[config.mk]
export PLATFORM = sky130hd
export DESIGN_NAME = int2fp_rr_scheduler
export DESIGN_NICKNAME = d
export VERILOG_FILES = /design/src/rtl/int2fp_rr_scheduler.sv
export SDC_FILE = /design/constraint.sdc
export NUM_CORES = 1
export LEC_CHECK = 0
export BUFFER_PORTS_ARGS = -buffer_cell sky130_fd_sc_hd__buf_2
export CAP_MARGIN = 20
export CORE_MARGIN = 5
export CORE_UTILIZATION = 55
export DETAILED_ROUTE_END_ITERATION = 10
export GPL_ROUTABILITY_DRIVEN = 0
export GPL_TIMING_DRIVEN = 0
export PLACE_DENSITY = 0.76
export SLEW_MARGIN = 30
export SYNTH_ARGS = -nofsm -noshare
export SYNTH_HDL_FRONTEND = slang
export SYNTH_SLANG_ARGS = --single-unit
[constraint.sdc]
create_clock -name clk -period 7.7 [get_ports clk]
set_input_delay 0.77 -clock clk [delete_from_list [all_inputs] [get_ports clk]]
set_output_delay 0.77 -clock clk [all_outputs]
set_load 0.005 [all_outputs]
[src/rtl/int2fp_rr_scheduler.sv]
// Generic synchronous FIFO, first-word fall-through, head data forced to zero when empty.
// Latency: a pushed entry is visible at the head on the following cycle.
// Backpressure: none internally; the writer must never push while full.
module int2fp_rr_fifo #(
    parameter int WIDTH = 34,
    parameter int DEPTH = 8,
    parameter int CNT_W = $clog2(DEPTH) + 1
) (
    input  logic             clk,
    input  logic             rstn,
    input  logic             push_vld,
    input  logic [WIDTH-1:0] push_dat,
    input  logic             pop_rdy,
    output logic             head_vld,
    output logic [WIDTH-1:0] head_dat,
    output logic [CNT_W-1:0] count
);
    localparam int AW = $clog2(DEPTH);

    logic [WIDTH-1:0] mem [DEPTH];
    logic [AW-1:0]    wr_ptr;
    logic [AW-1:0]    rd_ptr;
    logic             pop;
    logic             full;

    assign head_vld = (count != '0);
    assign full     = (count == CNT_W'(DEPTH));
    assign pop      = head_vld & pop_rdy;
    assign head_dat = head_vld ? mem[rd_ptr] : '0;

    always_ff @(posedge clk or negedge rstn) begin
        if (!rstn) begin
            wr_ptr <= '0;
            rd_ptr <= '0;
            count  <= '0;
        end else begin
            if (push_vld) wr_ptr <= wr_ptr + 1'b1;
            if (pop)      rd_ptr <= rd_ptr + 1'b1;
            case ({push_vld, pop})
                2'b10:   count <= count + 1'b1;
                2'b01:   count <= count - 1'b1;
                default: count <= count;
            endcase
        end
    end

    always_ff @(posedge clk) begin
        if (push_vld) mem[wr_ptr] <= push_dat;
    end

    assert property (@(posedge clk) disable iff (!rstn) !(push_vld && full));
endmodule

// Round-robin share of one fixed-latency int->fp32 converter among NUM_REQ requesters.
// Latency: grant to result visible at out_valid is CONV_LATENCY+2 cycles when the FIFO is empty.
// Backpressure: credits (FIFO occupancy + in-flight) gate grants; the converter itself never stalls.
module int2fp_rr_scheduler #(
    parameter int NUM_REQ      = 4,
    parameter int ID_W         = 2,
    parameter int DATA_W       = 16,
    parameter int CONV_LATENCY = 4,
    parameter int FIFO_DEPTH   = 8
) (
    input  logic                      clk,
    input  logic                      rstn,
    input  logic [NUM_REQ-1:0]        req_valid,
    output logic [NUM_REQ-1:0]        req_ready,
    input  logic [NUM_REQ*DATA_W-1:0] req_data,
    output logic                      conv_values_rdy,
    output logic                      conv_sign,
    output logic [DATA_W-1:0]         conv_quantized_d,
    input  logic                      conv_result_rdy,
    input  logic [31:0]               conv_quantized_fp,
    output logic                      out_valid,
    input  logic                      out_ready,
    output logic [31:0]               out_data,
    output logic [ID_W-1:0]           out_id,
    output logic                      err_sticky
);
    localparam int              CNT_W   = $clog2(FIFO_DEPTH) + 1;
    localparam int              WU_W    = $clog2(CONV_LATENCY + 1);
    localparam logic [ID_W:0]   NREQ    = (ID_W+1)'(NUM_REQ);
    localparam logic [ID_W-1:0] LAST_ID = ID_W'(NUM_REQ - 1);
    localparam logic [CNT_W:0]  CREDITS = (CNT_W+1)'(FIFO_DEPTH);
    localparam logic [WU_W-1:0] WU_LOAD = WU_W'(CONV_LATENCY);

    typedef struct packed {
        logic            vld;
        logic [ID_W-1:0] id;
    } tag_t;

    typedef struct packed {
        logic [ID_W-1:0] id;
        logic [31:0]     fp;
    } entry_t;

    logic [ID_W-1:0]         rr_ptr;
    logic [WU_W-1:0]         warm_cnt;
    logic                    warmup;
    logic [CNT_W-1:0]        inflight;
    logic [CNT_W-1:0]        fifo_count;
    logic                    issue_ok;
    logic                    grant_vld;
    logic [ID_W-1:0]         grant_id;
    logic [DATA_W-1:0]       sel_dat;
    logic [DATA_W-1:0]       sel_mag;
    // Stage 0 is loaded alongside the issue register, so the last stage lines up with the result strobe.
    tag_t [CONV_LATENCY:0]   tag_pipe;
    tag_t                    tag_last;
    logic                    res_push;
    logic                    res_err;
    entry_t                  push_dat;
    entry_t                  head_dat;

    assign warmup   = (warm_cnt != '0);
    assign issue_ok = !warmup && (({1'b0, fifo_count} + {1'b0, inflight}) < CREDITS);

    always_comb begin : arb
        logic [ID_W:0] cand;
        grant_vld = 1'b0;
        grant_id  = '0;
        cand      = '0;
        if (issue_ok) begin
            for (int i = 0; i < NUM_REQ; i++) begin
                cand = {1'b0, rr_ptr} + (ID_W+1)'(i);
                if (cand >= NREQ) cand = cand - NREQ;
                if (!grant_vld && req_valid[cand[ID_W-1:0]]) begin
                    grant_vld = 1'b1;
                    grant_id  = cand[ID_W-1:0];
                end
            end
        end
    end

    always_comb begin
        req_ready           = '0;
        req_ready[grant_id] = grant_vld;
    end

    assign sel_dat = req_data[grant_id*DATA_W +: DATA_W];
    // Two's-complement negate; the most negative value maps onto its unsigned magnitude.
    assign sel_mag = sel_dat[DATA_W-1] ? (~sel_dat + DATA_W'(1)) : sel_dat;

    always_ff @(posedge clk or negedge rstn) begin
        if (!rstn) begin
            rr_ptr           <= '0;
            warm_cnt         <= WU_LOAD;
            conv_values_rdy  <= 1'b0;
            conv_sign        <= 1'b0;
            conv_quantized_d <= '0;
        end else begin
            if (warmup) warm_cnt <= warm_cnt - 1'b1;
            if (grant_vld) rr_ptr <= (grant_id == LAST_ID) ? '0 : grant_id + 1'b1;
            conv_values_rdy <= grant_vld;
            if (grant_vld) begin
                conv_sign        <= sel_dat[DATA_W-1];
                conv_quantized_d <= sel_mag;
            end
        end
    end

    assign tag_last = tag_pipe[CONV_LATENCY];
    assign res_push = !warmup && tag_last.vld && conv_result_rdy;
    assign res_err  = !warmup && (tag_last.vld ^ conv_result_rdy);

    always_ff @(posedge clk or negedge rstn) begin
        if (!rstn) begin
            tag_pipe   <= '0;
            inflight   <= '0;
            err_sticky <= 1'b0;
        end else begin
            tag_pipe <= {tag_pipe[CONV_LATENCY-1:0], tag_t'({grant_vld, grant_id})};
            case ({grant_vld, tag_last.vld})
                2'b10:   inflight <= inflight + 1'b1;
                2'b01:   inflight <= inflight - 1'b1;
                default: inflight <= inflight;
            endcase
            if (res_err) err_sticky <= 1'b1;
        end
    end

    assign push_dat = '{id: tag_last.id, fp: conv_quantized_fp};

    int2fp_rr_fifo #(
        .WIDTH ($bits(entry_t)),
        .DEPTH (FIFO_DEPTH),
        .CNT_W (CNT_W)
    ) u_out_fifo (
        .clk      (clk),
        .rstn     (rstn),
        .push_vld (res_push),
        .push_dat (push_dat),
        .pop_rdy  (out_ready),
        .head_vld (out_valid),
        .head_dat (head_dat),
        .count    (fifo_count)
    );

    assign out_data = head_dat.fp;
    assign out_id   = head_dat.id;
endmodule
==> results.md <==
- From bottom edge to top edge, the die measures between 150 and 200 µm.
- Including well taps, the total number of placed cells is around 1300.
- The HPWL reported at the end of detailed placement is 20100 µm.
- The netlist area before placement is 13600 µm².
- The time the final worst path needs with I/O delays and setup is roughly 4 ns.
- The final layout contains routed wiring with a total length of between 20000 and 30000 µm.
- The core region is 24300 µm².
- The count of final max-slew check failures is 0.
- The number of placed I/O pins is 162.
- The setup check on the worst reg-to-reg path leaves a slack of 4.14 ns.
- The synthesized-area fraction occupied by ao, oa, aoi and oai cells is 3.13%.
- The most numerous cell on the critical path is sky130_fd_sc_hd__clkbuf_1.
- Ranked by total cell area, the synthesized netlist is headed by sky130_fd_sc_hd__edfxtp_1 60%, sky130_fd_sc_hd__mux4_2 11%, sky130_fd_sc_hd__dfrtp_1 9.4%, sky130_fd_sc_hd__mux2i_1 4.3%, sky130_fd_sc_hd__ha_1 1.7%.
- The number of CTS-inserted buffers is 31.
- The wire length of the first global-routing pass is around 46000 µm.
- The detailed-routing iteration count for the pre-antenna-repair pass is 5.
- The number of vias in the routed layout is 7640.
- The die is between 150 and 200 µm wide.
- The multi-input combinational cells in the finished layout cover a total of 3960 µm².
- When the netlist entered floorplanning its net count stood at between 800 and 900.
- The area growth from synthesis to layout is 19.6%.
- The endpoint identified for the worst register-to-register timing path is conv_quantized_d[10]$_DFFE_PN0P_.
- In this run the worst setup path terminates at out_data[28].
- After layout, the worst setup slack is 3.64 ns.
- The synthesized design spends more area on one cell type than any other, namely sky130_fd_sc_hd__edfxtp_1.
- The clock edge transition at the registers on the reported setup and hold paths is ~0.07 ns.
- The area enclosed by the die boundary is 28000 µm².
- The clock tree skew after final layout is 0.0123 ns.
- The setup fix buffers added after clock tree synthesis is 0.
- The total of endpoints with negative setup slack in the final report is 0.
- The fraction of the mapped netlist area in simple logic gates is 5.26%.
- For this run, asynchronously set or reset flops after synthesis account for between 15 and 20%.
- At the placement stage, the worst setup path has a slack of slightly above 4 ns.
- In this run the number of H-tree levels came out at 1.
- At the end of the flow, the number of nets in the layout was 1112.
- The count of nets left with antenna violations once routing finished came out at 0.
- The cell type of the slowest stage on the worst timing path is sky130_fd_sc_hd__clkbuf_1.
- The number of synthesized flops with an enable pin is 272.
- The class of the most critical setup path is reg -> out.
- In the routed design, unresolved DRC markers number 0.
- The final count of hold timing violations is 0.
- The cell area power density is roughly 380 nW/µm².
- The via count of the first global-routing pass is just over 8000.
- TritonCTS built the clock tree.
- Summed over all layers, the global routing overflow is 0.
- Measured in cells, the most critical reg-to-reg path has a length of 12.
- The min-delay analysis places its worst path in the category in -> async.
- The data arrival time of the critical path is approximately 3.3 ns.
- The launch instance of the worst register-to-register path is inflight[3]$_DFFE_PN0P_.
- The required time at the endpoint of the critical path is 6.93 ns.
- Hold timing on the final database bottoms out at a slack of 0.234 ns.
- The most used flip-flop cell after synthesis is sky130_fd_sc_hd__edfxtp_1.
- The cell area reported after detailed placement is 15300 µm².
- The signal on the critical path passes through clkbuf_1 -> clkbuf_1 -> clkbuf_1 -> mux4_2 -> mux2i_1 -> nor2_1 -> buf_2.
- The top cell type's share of synthesized area is 60.0%.
- The maximum number of pins on one net before global-route repair is 53.
- The proportion of synthesized area in mux cells is between 10% and 20%.
- The root buffer cell chosen for the clock tree is sky130_fd_sc_hd__clkbuf_16.
- In the post-synthesis netlist, the cell with the most instances is sky130_fd_sc_hd__edfxtp_1.
- The actual slew at the worst max-slew pin is 0.885 ns.
- The average cell area after synthesis is 17.7 µm².
- The synthesized netlist devotes 1.95% of its cell area to adder and majority cells.
- Counting every sink on the clock net gives 324.
- Setup repair after global routing left no endpoint under its margin.
- In the global route stage, overall resource usage came out at 21.2%.
- Synthesis handed over a netlist of around 770 instances.
- The first routing iteration left 551 violations.
- Dividing the detail-routed wire length by the instance count gives 22.3 µm.
- The number of different library cells in the post-synthesis netlist is 55.
- The number of max-cap violations is 0.
- The maximum net fanout on the critical path is 10.
- The clock latency on the worst-skew pair is 0.56 ns.
- The run finished with clean final reports.
- The post-route cell area is roughly 16000 µm².
- The tightest slew margin relative to the limit is roughly two fifths.
- In the final layout, flip-flops and latches occupy 9470 µm².
- The kind of launch point of the worst setup path is a flip-flop.
- The sort of element at the end of the critical path is a primary output.
- The largest buffer count on any clock path is 3.
- Summed over all failing endpoints, the final setup total negative slack is 0 ns.
- In this run the tool buffered the top-level ports with between 150 and 200 buffer cells.
- The quantity of gates resized following cts is 0.
- The initialized floorplan defines 57 standard-cell rows.
- In the synthesized netlist, the cells that appear most often are 272 x sky130_fd_sc_hd__edfxtp_1, 68 x sky130_fd_sc_hd__mux4_2, 59 x sky130_fd_sc_hd__mux2i_1, 54 x sky130_fd_sc_hd__nor2_1, 51 x sky130_fd_sc_hd__dfrtp_1.
- The Yosys warning count is 0.
- The share of the synthesized netlist area taken by xor and xnor gates is under 10%.
- The worst path uses 52.8% of the clock period.
- The leakage power is 0.00602 µW.
- IR analysis of the VDD net gives a maximum drop of 0.270 mV.
- The combinational family with the most area after synthesis is multiplexers.
- The share of the Yosys chip area taken by registers is 69.6%.
- After filler insertion, the fill cell instance count of the layout stands at 1591.
- The number of buffers added to fix hold violations after cts is 0.
- The maximum clock rate is 246 MHz.
- The launching instance or port of the critical path is u_out_fifo.rd_ptr[1]$_DFFE_PN0P_.
- The share of layout cells above drive strength 1 is about a third.
- The initial core utilization is 56.0%.
- The number of antenna violations at the first check in global routing is 2.
- After synthesis the netlist holds a flip-flop and latch count of ~320.
- The finished layout holds approximately 1300 standard cells, fillers aside.
- Dividing the detail-routed via count by the number of cells gives 5.71.
- The biggest cell delay along the critical path is a little over 0.6 ns.
## registers in the layout (all words and copies together), names as in the netlist
| signal | count |
|---|---|
| conv_quantized_d | 16 |
| conv_sign | 1 |
| err_sticky | 1 |
| inflight | 4 |
| push_dat | 2 |
| rr_ptr | 2 |
| tag_last | 1 |
| tag_pipe | 12 |
| u_out_fifo.count | 4 |
| u_out_fifo.mem | 272 |
| u_out_fifo.rd_ptr | 3 |
| u_out_fifo.wr_ptr | 3 |
| warm_cnt | 3 |
## worst min path at each step
stage	slack, ns	to
6_report	0.23	tag_pipe[2]$_DFF_PN0_
5_1_grt	0.29	tag_pipe[2]$_DFF_PN0_
4_1_cts	0.25	tag_pipe[2]$_DFF_PN0_
3_5_place_dp	0.33	tag_pipe[4]$_DFF_PN0_
3_3_place_gp	0.33	tag_pipe[8]$_DFF_PN0_
2_1_floorplan	0.33	push_dat[32]$_DFF_PN0_
## routing by layer
metal  up-vias  routed length (µm)  GRT usage [%]
met5         -                  13              0
met4         2                 592           4.94
met1      3819               11600           27.3
li1       3456                   -              -
met2       320               15600           38.2
met3        43                1980           3.47
## final cells by class
type / count / share of cell area [%]
Sequential cell: 324 / 58.2
Multi-Input combinational cell: 392 / 24.3
Timing Repair Buffer: 186 / 7.40
Clock buffer: 38 / 4.93
Tap cell: 324 / 2.49
Buffer: 38 / 1.22
Clock inverter: 20 / 1.11
Inverter: 15 / 0.346
Antenna cell: 1 / 0.0154
## placed cells by master, fill, tap and decap left out, types with 7 or more instances in the layout
master                      synthesis  layout
sky130_fd_sc_hd__xnor2_1           10      10
sky130_fd_sc_hd__clkinv_2           0      10
sky130_fd_sc_hd__nand2_1           45      45
sky130_fd_sc_hd__nor2_1            54      48
sky130_fd_sc_hd__xor2_1            15      15
sky130_fd_sc_hd__dfrtp_1           51      51
sky130_fd_sc_hd__edfxtp_1         272     272
sky130_fd_sc_hd__nand4_1           18      18
sky130_fd_sc_hd__and2_1             7       7
sky130_fd_sc_hd__o21ai_0           14      14
sky130_fd_sc_hd__o31ai_1            8       8
sky130_fd_sc_hd__inv_1             13      13
sky130_fd_sc_hd__clkbuf_1          18      24
sky130_fd_sc_hd__mux4_2            68      68
sky130_fd_sc_hd__clkbuf_16          0      31
sky130_fd_sc_hd__mux2i_1           59      59
sky130_fd_sc_hd__ha_1              18      18
sky130_fd_sc_hd__nor2_4             1       7
sky130_fd_sc_hd__mux2_2            13      13
sky130_fd_sc_hd__buf_16             0       9
sky130_fd_sc_hd__buf_2              5     167
sky130_fd_sc_hd__buf_4              1      10
sky130_fd_sc_hd__o21ai_1            9       9
## logic make-up (layout without fill, tap and decap cells)
group / after synthesis / after routing
AO/OA/AOI/OAI: 60 / 60
AND/OR/NAND/NOR: 147 / 147
flip-flops: 324 / 324
multiplexers: 140 / 140
buffers and inverters: 53 / 297
other: 0 / 1
XOR/XNOR: 25 / 25
adder cells (fa/ha/maj): 20 / 20
## through the flow
stage / util [%] / total power [µW]
2_1_floorplan: - / 3880
3_3_place_gp: 61.0 / 4590
3_5_place_dp: 62.9 / 4690
4_1_cts: 66.9 / 6170
5_1_grt: 66.9 / 6480
6_report: 66.9 / 6120
## critical path: cells and delay by family (launching register included)
family	cells	cell delay (ns)
and+or+nand+nor	1	0.09
buffers and inverters	4	1.60
muxes	2	0.68
DFF	1	0.36
## where the power goes
| group | leakage (µW) | total (µW) | internal (µW) | switching [µW] |
|---|---|---|---|---|
| registers | 0.00310 | 2240 | 2120 | 114 |
| logic | 0.00243 | 2410 | 1080 | 1330 |
| clock network | 0.000487 | 1470 | 841 | 627 |
Note: power is estimated with default switching activity, not from simulation.
